File: src/rtl/sample_iterator.sv
// sample_iterator: walks a step-aligned bounding box in raster order, emitting one sample per cycle.
// Define SAMPLE_CNT_EN to add sampleCnt_R14U, a saturating count of valid sample cycles.
module sample_iterator #(
   parameter int SIGFIG = 24,
   parameter int RADIX  = 10,
   parameter int VERTS  = 3,
   parameter int AXIS   = 3,
   parameter int COLORS = 3
) (
   input  logic                     clk,
   input  logic                     rst,
   input  logic signed [SIGFIG-1:0] tri_R13S    [VERTS][AXIS],
   input  logic        [SIGFIG-1:0] color_R13U  [COLORS],
   input  logic signed [SIGFIG-1:0] box_R13S    [2][2],
   input  logic                     validTri_R13H,
   input  logic [3:0]               subSample_RnnnnU,
   output logic                     halt_RnnnnH,
   output logic signed [SIGFIG-1:0] tri_R14S    [VERTS][AXIS],
   output logic        [SIGFIG-1:0] color_R14U  [COLORS],
   output logic signed [SIGFIG-1:0] sample_R14S [2],
   output logic                     validSamp_R14H
`ifdef SAMPLE_CNT_EN
   ,
   output logic [31:0]              sampleCnt_R14U
`endif
);

   typedef enum logic {WAIT, TEST} state_t;

   localparam logic signed [SIGFIG-1:0] ONE = SIGFIG'(1);

   state_t                   state_q, state_d;
   logic signed [SIGFIG-1:0] tri_q   [VERTS][AXIS];
   logic signed [SIGFIG-1:0] tri_d   [VERTS][AXIS];
   logic        [SIGFIG-1:0] color_q [COLORS];
   logic        [SIGFIG-1:0] color_d [COLORS];
   logic signed [SIGFIG-1:0] samp_q  [2];
   logic signed [SIGFIG-1:0] samp_d  [2];
   logic signed [SIGFIG-1:0] llx_q, llx_d, urx_q, urx_d, ury_q, ury_d;
   logic signed [SIGFIG-1:0] step_q, step_d, step_sel;
   logic                     row_end, last, halt, accept;

   // Non-one-hot modes fall back to 1x.
   always_comb begin
      case (subSample_RnnnnU)
         4'b0100: step_sel = ONE << (RADIX - 1);
         4'b0010: step_sel = ONE << (RADIX - 2);
         4'b0001: step_sel = ONE << (RADIX - 3);
         default: step_sel = ONE << RADIX;
      endcase
   end

   assign row_end = (samp_q[0] >= urx_q);
   assign last    = row_end && (samp_q[1] >= ury_q);
   assign halt    = (state_q == WAIT) || last;
   assign accept  = validTri_R13H && halt;

   always_comb begin
      state_d = state_q;
      tri_d   = tri_q;
      color_d = color_q;
      samp_d  = samp_q;
      llx_d   = llx_q;
      urx_d   = urx_q;
      ury_d   = ury_q;
      step_d  = step_q;
      if (accept) begin
         // Accept on the last sample chains straight into the next box.
         state_d   = TEST;
         tri_d     = tri_R13S;
         color_d   = color_R13U;
         samp_d[0] = box_R13S[0][0];
         samp_d[1] = box_R13S[0][1];
         llx_d     = box_R13S[0][0];
         urx_d     = box_R13S[1][0];
         ury_d     = box_R13S[1][1];
         step_d    = step_sel;
      end else if (state_q == TEST) begin
         if (last) begin
            state_d = WAIT;
         end else if (row_end) begin
            samp_d[0] = llx_q;
            samp_d[1] = samp_q[1] + step_q;
         end else begin
            samp_d[0] = samp_q[0] + step_q;
         end
      end
   end

   always_ff @(posedge clk or posedge rst) begin
      if (rst) begin
         state_q <= WAIT;
         tri_q   <= '{default: '0};
         color_q <= '{default: '0};
         samp_q  <= '{default: '0};
         llx_q   <= '0;
         urx_q   <= '0;
         ury_q   <= '0;
         step_q  <= '0;
      end else begin
         state_q <= state_d;
         tri_q   <= tri_d;
         color_q <= color_d;
         samp_q  <= samp_d;
         llx_q   <= llx_d;
         urx_q   <= urx_d;
         ury_q   <= ury_d;
         step_q  <= step_d;
      end
   end

   assign halt_RnnnnH    = halt;
   assign tri_R14S       = tri_q;
   assign color_R14U     = color_q;
   assign sample_R14S    = samp_q;
   assign validSamp_R14H = (state_q == TEST);

`ifdef SAMPLE_CNT_EN
   logic [31:0] cnt_q;

   always_ff @(posedge clk or posedge rst) begin
      if (rst) begin
         cnt_q <= '0;
      end else if ((state_q == TEST) && (cnt_q != '1)) begin
         cnt_q <= cnt_q + 32'd1;
      end
   end

   assign sampleCnt_R14U = cnt_q;
`endif

endmodule

File: config.mk
export PLATFORM = sky130hd
export DESIGN_NAME = sample_iterator
export DESIGN_NICKNAME = d
export VERILOG_FILES = /design/src/rtl/sample_iterator.sv
export SDC_FILE = /design/constraint.sdc
export NUM_CORES = 1
export LEC_CHECK = 0
export CAP_MARGIN = 25
export CORE_AREA = 2 2 280 282
export CTS_CLUSTER_SIZE = 10
export DETAILED_ROUTE_END_ITERATION = 10
export DIE_AREA = 0 0 282 284
export GPL_TIMING_DRIVEN = 0
export PLACE_DENSITY = 0.57
export RECOVER_POWER = 25
export SLEW_MARGIN = 25
export SYNTH_ARGS = -nofsm -noshare
export SYNTH_HDL_FRONTEND = slang
export SYNTH_SLANG_ARGS = --single-unit
File: constraint.sdc
create_clock -name clk -period 38.2 [get_ports clk]
set_clock_uncertainty 0.05 [all_clocks]
set_input_delay 7.64 -clock clk [delete_from_list [all_inputs] [get_ports clk]]
set_output_delay 7.64 -clock clk [all_outputs]
set_load 0.01 [all_outputs]
==> flow_results.xml <==
<?xml version="1.0" encoding="UTF-8"?>
<metrics>
  <group name="global_route">
    <metric name="grt_first_pass_wirelength" unit="mm">99.11</metric>
    <metric name="grt_start_max_net_pins" unit="">97</metric>
    <metric name="number_of_antenna_violations_at_the_first_check_in_global_routing" unit="">9</metric>
    <metric name="grt.total_usage" unit="%">16.46</metric>
    <metric name="globalRouteOverflowTotal" unit="">0</metric>
    <metric name="number_of_global_route_vias_before_repair" unit="">14989</metric>
  </group>
  <group name="critical_path">
    <metric name="criticalPathCategory" unit="">input pin to async pin</metric>
    <metric name="endpoint_of_the_worst_register_to_register_path" unit="">sample_R14S[11]</metric>
    <metric name="timing.critical_path.depth" unit="">5</metric>
    <metric name="setup.reg_to_reg.worst_slack" unit="ns">34.26</metric>
    <metric name="worst_reg2reg_startpoint" unit="">sample_R14S[31]</metric>
    <metric name="crit_path_max_fanout" unit="">96</metric>
    <metric name="reg2regPathDepth" unit="">9</metric>
    <metric name="critical_path.n_buffers_inverters" unit="">5</metric>
    <metric name="critPathSlowestCell" unit="">sky130_fd_sc_hd__clkbuf_1</metric>
    <metric name="timing.critical_path.max_delay_family" unit="">buffers and inverters</metric>
    <metric name="path_common_cell" unit="">sky130_fd_sc_hd__clkbuf_1</metric>
    <metric name="required" unit="ns">37.62</metric>
    <metric name="crit_arrival" unit="ns">18.04</metric>
    <metric name="crit_path_end_kind" unit="">async pin</metric>
    <metric name="critical_path.cell_chain" unit="">dlygate4sd3_1 &gt; clkinvlp_2 &gt; clkbuf_1 &gt; clkbuf_1 &gt; clkbuf_1</metric>
    <metric name="worst_path_largest_cell_delay" unit="ns">3.67</metric>
    <metric name="timing.critical_path.from" unit="">rst</metric>
    <metric name="critical_path.startpoint_type" unit="">input pin</metric>
  </group>
  <group name="hold_path">
    <metric name="worstHoldPathType" unit="">register to register</metric>
    <metric name="worst_hold_path.endpoint" unit="">llx_q[12]</metric>
    <metric name="hp-start" unit="">llx_q[12]</metric>
    <metric name="min_path_cells" unit="">1</metric>
  </group>
  <group name="timing">
    <metric name="worst_slew_pin_slew" unit="ns">5.092</metric>
    <metric name="period_needed" unit="ns">18.62</metric>
    <metric name="whs" unit="ns">0.4316</metric>
    <metric name="final-hold-violation-count" unit="">0</metric>
    <metric name="setup_violations" unit="">0</metric>
    <metric name="grt_setup_unrepaired" unit="">false</metric>
    <metric name="slew-limit-headroom" unit="%">-239.4</metric>
    <metric name="slew_violations" unit="">424</metric>
    <metric name="fmaxAchievable" unit="MHz">53.71</metric>
    <metric name="timing.setup.tns" unit="ns">0</metric>
    <metric name="timing.final.crit_share" unit="%">48.74</metric>
    <metric name="setup_ws" unit="ns">19.58</metric>
  </group>
  <group name="run_status">
    <metric name="status" unit="">finished, violations left</metric>
    <metric name="failed_checks" unit="">max-capacitance violations, max-slew violations</metric>
  </group>
  <group name="detailed_routing">
    <metric name="drt_drc_violations_left" unit="">0</metric>
    <metric name="drt_iter0_markers" unit="">540</metric>
    <metric name="via_per_inst" unit="">4.372</metric>
    <metric name="routed_wl" unit="mm">67.08</metric>
    <metric name="drt_pass1_iterations" unit="">4</metric>
    <metric name="vias" unit="">13690</metric>
    <metric name="avgRoutedWirePerCell" unit="um">21.43</metric>
    <metric name="postRouteAntennaNets" unit="">0</metric>
  </group>
  <group name="logic_synthesis">
    <metric name="synth_area_per_cell" unit="um^2">14.15</metric>
    <metric name="netlist_instances" unit="">1268</metric>
    <metric name="post_synth_main_area_contributors" unit="">sky130_fd_sc_hd__dfrtp_1, sky130_fd_sc_hd__mux2_2, sky130_fd_sc_hd__ha_1</metric>
    <metric name="synth_enable_flop_cells" unit="">0</metric>
    <metric name="post-synth-top-area-fraction" unit="%">57.59</metric>
    <metric name="ys.flop_type" unit="">sky130_fd_sc_hd__dfrtp_1</metric>
    <metric name="post-synth-top-area-cell" unit="">sky130_fd_sc_hd__dfrtp_1</metric>
    <metric name="syn_area" unit="mm^2">0.01795</metric>
    <metric name="ff_latch_count_synth" unit="">413</metric>
    <metric name="synth_cell_types" unit="">59</metric>
    <metric name="synth_sequential_area_ratio" unit="%">57.59</metric>
    <metric name="syn-num-nets" unit="">1717</metric>
    <metric name="postSynth.asyncResetShare" unit="%">100.0</metric>
    <metric name="synth-warning-count" unit="">0</metric>
  </group>
  <group name="placement">
    <metric name="post-dp-hpwl" unit="mm">53.38</metric>
    <metric name="total_instance_count_after_detailed_placement" unit="">3041</metric>
    <metric name="gpl.final_weighted_congestion" unit="">0.8942</metric>
    <metric name="io_buffer_count" unit="">728</metric>
    <metric name="placement.setup.worst_slack" unit="ns">27.16</metric>
  </group>
  <group name="floorplan">
    <metric name="fp-row-count" unit="">102</metric>
    <metric name="pin_count" unit="">729</metric>
    <metric name="dieArea" unit="mm^2">0.08009</metric>
    <metric name="effective_utilization_at_floorplan" unit="%">23.32</metric>
    <metric name="dieWidth" unit="um">282</metric>
    <metric name="fp.dieH" unit="um">284</metric>
    <metric name="design.core.area" unit="mm^2">0.07696</metric>
  </group>
  <group name="finish">
    <metric name="final_layout_size_suffix_gt1_share" unit="%">23.92</metric>
    <metric name="fill_cells" unit="">7510</metric>
    <metric name="finish.cell_count_without_fillers" unit="">3131</metric>
    <metric name="area_delta_synth_final" unit="%">57.21</metric>
    <metric name="nets" unit="">2505</metric>
  </group>
  <group name="cts">
    <metric name="cts_inserted_buffers" unit="">53</metric>
    <metric name="htree_num_levels" unit="">2</metric>
    <metric name="post-cts-setup-buffers" unit="">0</metric>
    <metric name="clk_path_buf_depth" unit="">3</metric>
    <metric name="clock_latency" unit="ns">0.59</metric>
    <metric name="clk_pin_slew" unit="ns">0.06</metric>
    <metric name="cts_tree" unit="">done</metric>
    <metric name="postCtsHoldBufs" unit="">0</metric>
    <metric name="cts.sink_count" unit="">413</metric>
    <metric name="count_of_instances_resized_after_the_clock_tree_is_built" unit="">0</metric>
    <metric name="root_buffer" unit="">sky130_fd_sc_hd__clkbuf_16</metric>
  </group>
  <group name="pwr">
    <metric name="post-layout-total-power" unit="mW">2.966</metric>
    <metric name="clkPwrFrac" unit="%">16.3</metric>
    <metric name="switchingPower" unit="mW">1.095</metric>
    <metric name="power.share.switching" unit="%">36.93</metric>
    <metric name="p_comb_share" unit="%">55.1</metric>
    <metric name="intPower" unit="mW">1.870</metric>
    <metric name="seq_power_share" unit="%">28.6</metric>
    <metric name="power_density" unit="mW/mm^2">105.1</metric>
    <metric name="p_leak" unit="nW">11.68</metric>
    <metric name="max-vdd-ir-drop" unit="uV">49.16</metric>
  </group>
  <group name="flow_run">
    <metric name="max_cap_viol_count" unit="">6</metric>
  </group>
</metrics>
-- worst max-delay path by stage --
| stage | end | slack (ns) |
|---|---|---|
| detailed placement | halt_RnnnnH | 27.16 |
| CTS | halt_RnnnnH | 26.52 |
| finish | color_R14U[0] | 19.58 |
| floorplan | color_R14U[0] | 19.02 |
| global placement | color_R14U[24] | 13.61 |
| global route | color_R14U[2] | 17.27 |
-- sequential cells by signal, indices dropped and copies added (netlist names) --
name,flops
validSamp_R14H,1
llx_q,24
ury_q,24
step_q,4
urx_q,24
tri_R14S,216
color_R14U,72
sample_R14S,48
-- cells in the final DEF, fill, tap and decap left out, types with 6 or more instances in the layout --
cell,count
sky130_fd_sc_hd__a211oi_1,9
sky130_fd_sc_hd__a21o_1,7
sky130_fd_sc_hd__a21oi_1,30
sky130_fd_sc_hd__and3_1,6
sky130_fd_sc_hd__and4_1,7
sky130_fd_sc_hd__buf_2,36
sky130_fd_sc_hd__buf_4,8
sky130_fd_sc_hd__clkbuf_1,28
sky130_fd_sc_hd__clkbuf_16,55
sky130_fd_sc_hd__clkbuf_8,6
sky130_fd_sc_hd__clkdlybuf4s50_1,723
sky130_fd_sc_hd__dfrtp_1,413
sky130_fd_sc_hd__ha_1,56
sky130_fd_sc_hd__inv_1,69
sky130_fd_sc_hd__mux2_1,12
sky130_fd_sc_hd__mux2_2,358
sky130_fd_sc_hd__mux2i_1,42
sky130_fd_sc_hd__nand2_1,25
sky130_fd_sc_hd__nand3_1,22
sky130_fd_sc_hd__nand4_1,11
sky130_fd_sc_hd__nor2_1,13
sky130_fd_sc_hd__nor3_1,8
sky130_fd_sc_hd__o211ai_1,6
sky130_fd_sc_hd__o21ai_0,17
sky130_fd_sc_hd__o221a_2,15
sky130_fd_sc_hd__or3_1,12
sky130_fd_sc_hd__xor2_1,10
-- cells in the mapped netlist, drive strengths merged (6+ instances only) --
cell type	count
nor2	13
a211oi	9
nand2	25
o211ai	6
ha	56
or3	12
buf	48
o221a	15
and4	7
mux2i	42
xor2	10
a21o	7
inv	70
o21ai	17
mux2	370
and3	6
clkbuf	9
nand3	22
dfrtp	413
a21oi	30
nand4	11
nor3	10
-- metrics by stage --
stage / util (%) / area (um^2)
floorplan: - / 17950
detailed placement: 34.67 / 26680
CTS: 36.82 / 28330
global route: 36.66 / 28210
global placement: 34.48 / 26540
finish: 36.66 / 28210
-- layer usage --
metal	global-route usage [%]	vias up	wire length, um	share of wire [%]
met5	0	-	12	0.018
met4	4.721	2	1547	2.3
met3	3.656	100	3913	5.8
met2	29.00	439	34720	52
met1	19.94	6995	26890	40
li1	-	6154	-	-
-- cells by family (layout without fill, tap and decap cells) --
| logic type | after synthesis | count (layout) | share of synthesized area (%) |
|---|---|---|---|
| flip-flops | 413 | 413 | 57.59 |
| multiplexers | 412 | 412 | 25.56 |
| AND/OR/NAND/NOR | 131 | 131 | 4.197 |
| XOR/XNOR | 15 | 15 | 0.7320 |
| other | 0 | 5 | 0 |
| AO/OA/AOI/OAI | 112 | 112 | 4.636 |
| adder cells (fa/ha/maj) | 58 | 58 | 4.127 |
| buffers and inverters | 127 | 945 | 3.165 |
-- power groups by stage --
stage                     combinational, mW  sequential, mW  clock, mW
final                                  1.63           0.848      0.484
after CTS                              1.66           0.851      0.501
after floorplan                       0.870           0.893          0
after detailed placement               1.66           0.854          0
after global placement                 1.63           0.847          0
after global routing                   1.76           0.880      0.515
-- layout make-up --
type	count	area (um^2)	share of cell area [%]
Antenna cell	5	12.51	0.04435
Buffer	57	304.0	1.078
Clock buffer	73	1504	5.330
Clock inverter	12	147.6	0.5233
Inverter	70	264.0	0.9357
Multi-Input combinational cell	728	7041	24.95
Sequential cell	413	10330	36.63
Tap cell	1040	1301	4.612
Timing Repair Buffer	733	7306	25.89
(Power assumes the default switching activity.)
